<file path="config.mk">
export PLATFORM = sky130hd
export DESIGN_NAME = spi_command_decoder
export DESIGN_NICKNAME = d
export VERILOG_FILES = /design/src/rtl/spi_command_decoder.sv
export SDC_FILE = /design/constraint.sdc
export NUM_CORES = 1
export LEC_CHECK = 0
export ABC_AREA = 1
export CAP_MARGIN = 20
export CORE_MARGIN = 2
export CORE_UTILIZATION = 38
export CTS_CLUSTER_SIZE = 16
export DETAILED_ROUTE_END_ITERATION = 10
export HOLD_SLACK_MARGIN = 0.05
export SKIP_CTS_REPAIR_TIMING = 1
export SYNTH_ARGS = -nofsm -noshare
export SYNTH_HDL_FRONTEND = slang
export SYNTH_SLANG_ARGS = --single-unit
</file>
<file path="constraint.sdc">
create_clock -name clk -period 2.8 [get_ports clk]
set_clock_uncertainty 0.05 [all_clocks]
set_input_delay 0.56 -clock clk [delete_from_list [all_inputs] [get_ports clk]]
set_output_delay 0.56 -clock clk [all_outputs]
set_load 0.1 [all_outputs]
</file>
<file path="src/rtl/spi_command_decoder.sv">
// spi_command_decoder
//   Turns the byte stream from the SPI slave front end into writes to the
//   video pipeline settings registers. Each packet is an opcode byte followed
//   by a fixed-length, big-endian payload. A register group changes only when
//   its whole packet has arrived.
//
//   Handshake: a byte is accepted on every cycle where byte_ready is high.
//   There is no back-pressure. spi_active low marks a packet boundary. On a
//   cycle where both are active, the byte is processed first and the boundary
//   is applied afterwards.
//
// Ports
//   clk, rst      system clock, asynchronous active-high reset
//   spi_active    transaction in progress; low aborts any partial packet
//   byte_in       received byte, valid while byte_ready is high
//   byte_ready    one-cycle strobe, one byte per pulse
//   blend_mode    overlay/blend mode        (SET_MODE   0x01, 1 byte)
//   offset_x/y    signed foreground offsets (SET_OFFSET 0x02, 4 bytes)
//   alpha         foreground alpha          (SET_ALPHA  0x03, 1 byte)
//   chroma_key    RGB565 transparency key   (SET_KEY    0x04, 2 bytes)
//   cmd_done      one-cycle pulse per committed packet
//   err_count     saturating count of rejected packets
module spi_command_decoder #(
  parameter int OFFSET_WIDTH = 12
) (
  input  logic                           clk,
  input  logic                           rst,
  input  logic                           spi_active,
  input  logic [7:0]                     byte_in,
  input  logic                           byte_ready,
  output logic [2:0]                     blend_mode,
  output logic signed [OFFSET_WIDTH-1:0] offset_x,
  output logic signed [OFFSET_WIDTH-1:0] offset_y,
  output logic [7:0]                     alpha,
  output logic [15:0]                    chroma_key,
  output logic                           cmd_done,
  output logic [7:0]                     err_count
);

  localparam logic [7:0] OP_SET_MODE   = 8'h01;
  localparam logic [7:0] OP_SET_OFFSET = 8'h02;
  localparam logic [7:0] OP_SET_ALPHA  = 8'h03;
  localparam logic [7:0] OP_SET_KEY    = 8'h04;

  typedef enum logic [1:0] {
    S_OPCODE  = 2'd0,
    S_PAYLOAD = 2'd1,
    S_DISCARD = 2'd2
  } state_t;

  state_t      state;
  logic [7:0]  opcode;
  logic [2:0]  remaining;
  logic [31:0] shadow;

  // Decode of the incoming byte as a possible opcode.
  logic [2:0]  op_len;
  logic        op_known;
  // Shadow contents including the byte being received this cycle; a commit
  // uses this value so the last byte lands in the same edge as the commit.
  logic [31:0] shadow_next;
  logic        last_byte;
  logic        opcode_byte;
  logic        err_inc;

  always_comb begin
    op_len   = 3'd0;
    op_known = 1'b0;
    case (byte_in)
      OP_SET_MODE:   begin op_len = 3'd1; op_known = 1'b1; end
      OP_SET_OFFSET: begin op_len = 3'd4; op_known = 1'b1; end
      OP_SET_ALPHA:  begin op_len = 3'd1; op_known = 1'b1; end
      OP_SET_KEY:    begin op_len = 3'd2; op_known = 1'b1; end
      default:       begin op_len = 3'd0; op_known = 1'b0; end
    endcase
  end

  always_comb begin
    shadow_next = {shadow[23:0], byte_in};
    opcode_byte = byte_ready && (state == S_OPCODE);
    last_byte   = byte_ready && (state == S_PAYLOAD) && (remaining == 3'd1);
    // A packet is rejected either by an unknown opcode, or by the boundary
    // arriving while a packet is still incomplete after this cycle's byte
    // (including an opcode that arrived on the very cycle spi_active fell).
    err_inc = (opcode_byte && !op_known) ||
              (!spi_active && (((state == S_PAYLOAD) && !last_byte) ||
                               (opcode_byte && op_known)));
  end

  always_ff @(posedge clk or posedge rst) begin
    if (rst) begin
      state      <= S_OPCODE;
      opcode     <= 8'h00;
      remaining  <= 3'd0;
      shadow     <= 32'h0;
      blend_mode <= 3'd0;
      offset_x   <= '0;
      offset_y   <= '0;
      alpha      <= 8'hFF;
      chroma_key <= 16'h0000;
      cmd_done   <= 1'b0;
      err_count  <= 8'h00;
    end else begin
      cmd_done <= 1'b0;

      if (err_inc && (err_count != 8'hFF)) begin
        err_count <= err_count + 8'd1;
      end

      if (byte_ready) begin
        case (state)
          S_OPCODE: begin
            if (op_known) begin
              opcode    <= byte_in;
              remaining <= op_len;
              shadow    <= 32'h0;
              state     <= S_PAYLOAD;
            end else begin
              state <= S_DISCARD;
            end
          end
          S_PAYLOAD: begin
            shadow    <= shadow_next;
            remaining <= remaining - 3'd1;
            if (remaining == 3'd1) begin
              cmd_done <= 1'b1;
              state    <= S_OPCODE;
              case (opcode)
                OP_SET_MODE:   blend_mode <= shadow_next[2:0];
                OP_SET_OFFSET: begin
                  offset_x <= shadow_next[16 +: OFFSET_WIDTH];
                  offset_y <= shadow_next[0  +: OFFSET_WIDTH];
                end
                OP_SET_ALPHA:  alpha      <= shadow_next[7:0];
                OP_SET_KEY:    chroma_key <= shadow_next[15:0];
                default:       ;
              endcase
            end
          end
          default: ;  // S_DISCARD: wait for the packet boundary
        endcase
      end

      // Boundary takes priority over whatever the byte did to the parser.
      if (!spi_active) begin
        state     <= S_OPCODE;
        remaining <= 3'd0;
        shadow    <= 32'h0;
      end
    end
  end

endmodule
</file>
* Word level (Yosys, flattened, before mapping)
Cells that the tools add are included.
** Storage, ports and cells
- Register bits :: 93
- Input port bits :: 12
** Operators by class
- $add $sub $neg :: 2
- Eq/ne operators :: 15
- Mux-type cells :: 18
- Reductions and logical operators :: 23
** Operators by type and width (number)
- two-way mux 20 bit :: 3
- case mux 20 bit (2 select lines) :: 1
- equality test 8 x 2 -> 1 bit, second input constant :: 4
- equality test 8 x 1 -> 1 bit, second input constant :: 2
- equality test 8 x 3 -> 1 bit, second input constant :: 2
- AND reduction 4 bit :: 4
- two-way mux 3 bit :: 3
- case mux 3 bit (3 select lines) :: 1
- AND reduction 3 bit :: 3
- adder 8 x 1 -> 8 bit, second input constant :: 1
- logical AND 1 bit :: 8
- two-way mux 2 bit :: 4
- inequality test 8 bit, second input constant :: 1
- case mux 3 bit (2 select lines) :: 1
- two-way mux 1 bit :: 4
- case mux 2 bit (2 select lines) :: 1
- OR reduction 4 bit :: 1
- equality test 3 x 1 -> 1 bit, second input constant :: 1
- logical NOT 1 bit :: 3
- inequality test 3 x 1 -> 1 bit, second input constant :: 1
- inequality test 3 x 2 -> 1 bit, second input constant :: 1
- inequality test 3 bit, second input constant :: 1
- subtractor 3 x 1 -> 3 bit, second input constant :: 1
- equality test 2 x 1 -> 1 bit, second input constant :: 1
- 4 further kinds :: 5

* Longest topological paths before layout
- Word-level depth :: 9
- Gate-level depth with buffers :: 12
- Gate-level depth less buffers :: 10

* Worst setup path after synthesis
No wires, ideal clock.
- Path kind :: flip-flop to flip-flop
- Start point :: register err_count[0]
- End point :: register err_count[2]
- Setup time :: 0.067 ns
- Arrival :: 2.064 ns
- Path slack :: 0.618 ns
- Stages on the path, launching flop included :: 8
- Buffers on the path :: 0
- Path through :: dfrtp_1 -> ha_1 -> nand2_1 -> nor2_1 -> nand3_2 -> nand3_2 -> nand2_1 -> nand2_1
** On the way
- Cells in the longest elaborated chain, start to end :: 2
- Elaborated cells between the ends (all ways) :: 3
- Classes of those cells :: add/sub: 1; eq/ne: 1; reduce/logical: 1
** Ends and longest elaborated chain
- from (decl) :: line 37 : output logic [7:0] err_count
- from (signal assigned) :: line 107 : err_count <= err_count + 8'd1;
- parallel branches: the longest is 2 deep, another holds adder 8 x 1 -> 8 bit
Several ways; the timed one is not identified.
A chain may end at the register's enable or synchronous reset.

* Final worst setup path
- Start point :: input byte_in[2]
- End point :: register remaining[0]
** On the way
- Cells in the longest elaborated chain, start to end :: 7
- Elaborated cells between the ends (all ways) :: 14
- Classes of those cells :: eq/ne: 5; mux: 6; reduce/logical: 3
** Ends and longest elaborated chain
- from (decl) :: line 29 : input logic [7:0] byte_in,
- equality test 8 x 2 -> 1 bit or equality test 8 x 1 -> 1 bit (tied branches) :: line 69 : case (byte_in)
- OR reduction 2 bit (no source line)
- case mux 3 bit (3 select lines) :: line 69
- two-way mux 3 bit :: line 113 : if (op_known) begin
- case mux 3 bit (2 select lines) :: line 111 : case (state)
- two-way mux 3 bit :: line 110 : if (byte_ready) begin
- two-way mux 3 bit :: line 145 : if (!spi_active) begin
- to (signal assigned) :: line 115 : remaining <= op_len;
- to (signal assigned) :: line 124 : remaining <= remaining - 3'd1;
- to (decl) :: line 53 : logic [2:0] remaining;
Parallel ways exist; a longest one is shown, timed or not. The select of a mux whose other input is x is not followed.

==> impl_metrics.tcl <==
set metrics [dict create \
    max_freq_mhz 452 \
    max_slew_margin_pct 54.6 \
    synth_ff_type "dfrtp_1" \
    port_buffers 71 \
    hold_path_end "shadow[7]" \
    wl_um 9210 \
    synth.net_count 524 \
    min_period_over_period_pct 79.0 \
    hold_violations 0 \
    first_iter_violations 152 \
    ys_async_sr_fraction_pct 100 \
    grt_max_degree 49 \
    cts_buffer_depth 2 \
    grt-ovfl-total 0 \
    synth_compound_area_share_pct 7.27 \
    synth_edf_count 0 \
    worstMarginPinSlew_ps 679 \
    synthXorXnorAreaFrac_pct 1.04 \
    synthTopCellsByArea "dfrtp_1, nand2_1, inv_1, dfstp_2, nand3_1" \
    hold_path_class "reg -> reg" \
    ant_nets 0 \
    clock-sinks 93 \
    ios 72 \
    nets 597 \
    synth_area_um2 4200 \
    core-area_um2 10800 \
    htree_levels 3 \
    antenna_found_initial 0 \
    postSynthCellCount 509 \
    placementRows 38 \
    cp.arrival_ps 2460 \
    die_area_um2 11900 \
    die_x_um 109 \
    start_util_pct 38.9 \
    grt_pass1_wl_um 15300 \
    path_buf_inv 2 \
    maxSlewViolCount 0 \
    postLayoutCellArea_um2 5150 \
    muxShareOfSynthArea_pct 0 \
    period_minus_slack_ps 2210 \
    hold_depth 2 \
    reg2regPathDepth 5 \
    hpwl_um 6540 \
    final_cell_mix "nand2_1, inv_1, dfrtp_1" \
    yosysTopAreaCellShare_pct 50.7 \
    syn2layout_area_growth_pct 22.6 \
    vias_per_cell 4.63 \
    worst_setup_path_start_kind "input pin" \
    yosysTopAreaCell "dfrtp_1" \
    ys_warn_count 0 \
    first_pass_iters 6 \
    path_common_cell "nand2_1" \
    drive_above_1_share_pct 17.7 \
    drc 0 \
    diodes 0 \
    gr-usage-all-layers_pct 16.6 \
    synth_cell_types 25 \
    synth-seq-area-share_pct 55.7 \
    power-per-cell-area_nw_per_um2 563 \
    slowest_delay_ps 530 \
    setup_violations 0 \
    clkTransAtPathRegs_ps 80 \
    wl_per_cell_um 12.7 \
    cts_buffers 9 \
    synth_top_family_by_area "simple AND/OR/NAND/NOR gates" \
    post_dp_cell_area_um2 4940 \
    grt_pass1_vias 3206 \
    fillers 1088 \
    synth_simple_gate_area_share_pct 24.4 \
    cap_violations 0 \
    root_buffer "clkbuf_8" \
    place_congestion 0.843 \
    multi_input_area_um2 1410 \
    whs_ps 432 \
    ff2ff_setup_slack_ps 970 \
    end_kind "register" \
    crit-reg2reg-capture "remaining[0]" \
    clk_latency_ps 360 \
    p_leak_nw 2.62 \
    min-delay-start "shadow[7]" \
    synth_fa_ha_area_share_pct 0.894 \
    tns_ps 0 \
    rr_startpoint "state[1]" \
    rsz0062_at_grt "no" \
    status "finished, final reports clean" \
    crit_type "in -> reg" \
    register_area_um2 2340 \
    postSynthAreaPerCell_um2 8.25 \
    peakVddDrop_uv 559 \
    ys_seq_elements 93 \
    critPathMaxFanout 23 \
    critPathTopFamily "simple AND/OR/NAND/NOR gates" \
    path_cells "clkdlybuf4s50_1 > inv_1 > nand2_1 > nor2_1 > nand2_1 > nand4_2 > nand2_2 > nand2_1 > nand2_1" \
    cp_slowest_cell "clkdlybuf4s50_1" \
    tritoncts "yes" \
    die_h_um 109 \
    vias 3358 \
    critical_path_required_ps 3050 \
    final_common_cell "nand2_1" \
]
where the power goes:
group          internal (mW)  switching, mW
combinational          0.114          0.356
clock                  0.500          0.479
sequential              1.39         0.0563
cell usage after synthesis (2+ instances only):
master and count:
buf_2 7, buf_4 2, buf_6 3, clkbuf_1 6
dfrtp_1 85, dfstp_2 8, ha_1 3, inv_1 90
inv_2 2, nand2_1 146, nand2_2 2, nand3_1 34
nand3_2 3, nand4_1 10, nor2_1 35, nor2_4 2
nor3_1 3, o21ai_0 25, o21ai_1 31, o22ai_1 4
xnor2_1 3, xor2_1 2
sequential cells by signal, summed over array words and instances, names as in the netlist:
register and count:
state 2, offset_x 12, cmd_done 1, shadow 20, alpha 8, err_count 8
remaining 3, blend_mode 3, offset_y 12, chroma_key 16, opcode 8
cell families after synthesis:
group | Yosys count
and+or+nand+nor | 238
buffers and inverters | 110
DFF | 93
AOI/OAI and AO/OA | 60
xor gates and xnor gates | 5
adders and majority gates | 3
metrics by stage:
stage	utilization [%]	total power, mW	cells	worst slack, ps
floorplan	-	1.82	509	618
global placement	45.7	1.94	711	311
detailed placement	45.7	1.95	711	217
CTS	47.7	2.93	726	614
global route	47.7	3.03	726	387
finish	47.7	2.90	726	589
how the worst max path moves through the flow:
stage,depth (start not counted),to,startpoint,slack [ps]
floorplan,7,err_count[2],err_count[0],620
global placement,9,remaining[0],byte_in[2],310
detailed placement,9,remaining[0],byte_in[2],220
CTS,9,remaining[0],byte_in[2],610
global route,9,remaining[0],byte_in[2],390
finish,9,remaining[0],byte_in[2],590
cell type report:
type                            count  share of cell area, %
Tap cell                          140                   3.40
Sequential cell                    93                   45.4
Inverter                           92                   6.78
Multi-Input combinational cell    306                   27.4
Clock inverter                      6                   1.70
Timing Repair Buffer               80                   12.9
Clock buffer                        9                   2.41
worst min-delay path: cells and delay by family (launching register included):
kind | cells | cell delay [ps]
AND/OR/NAND/NOR | 2 | 100
flip-flops | 1 | 350
per-layer routing:
layer	track usage (%)	part of all wire, %	up-vias
li1	-	-	1711
met1	21.5	47	1582
met2	27.3	48	53
met3	4.42	4.0	12
met4	4.95	1.1	0
met5	0	0	-
(Power assumes the default switching activity.)
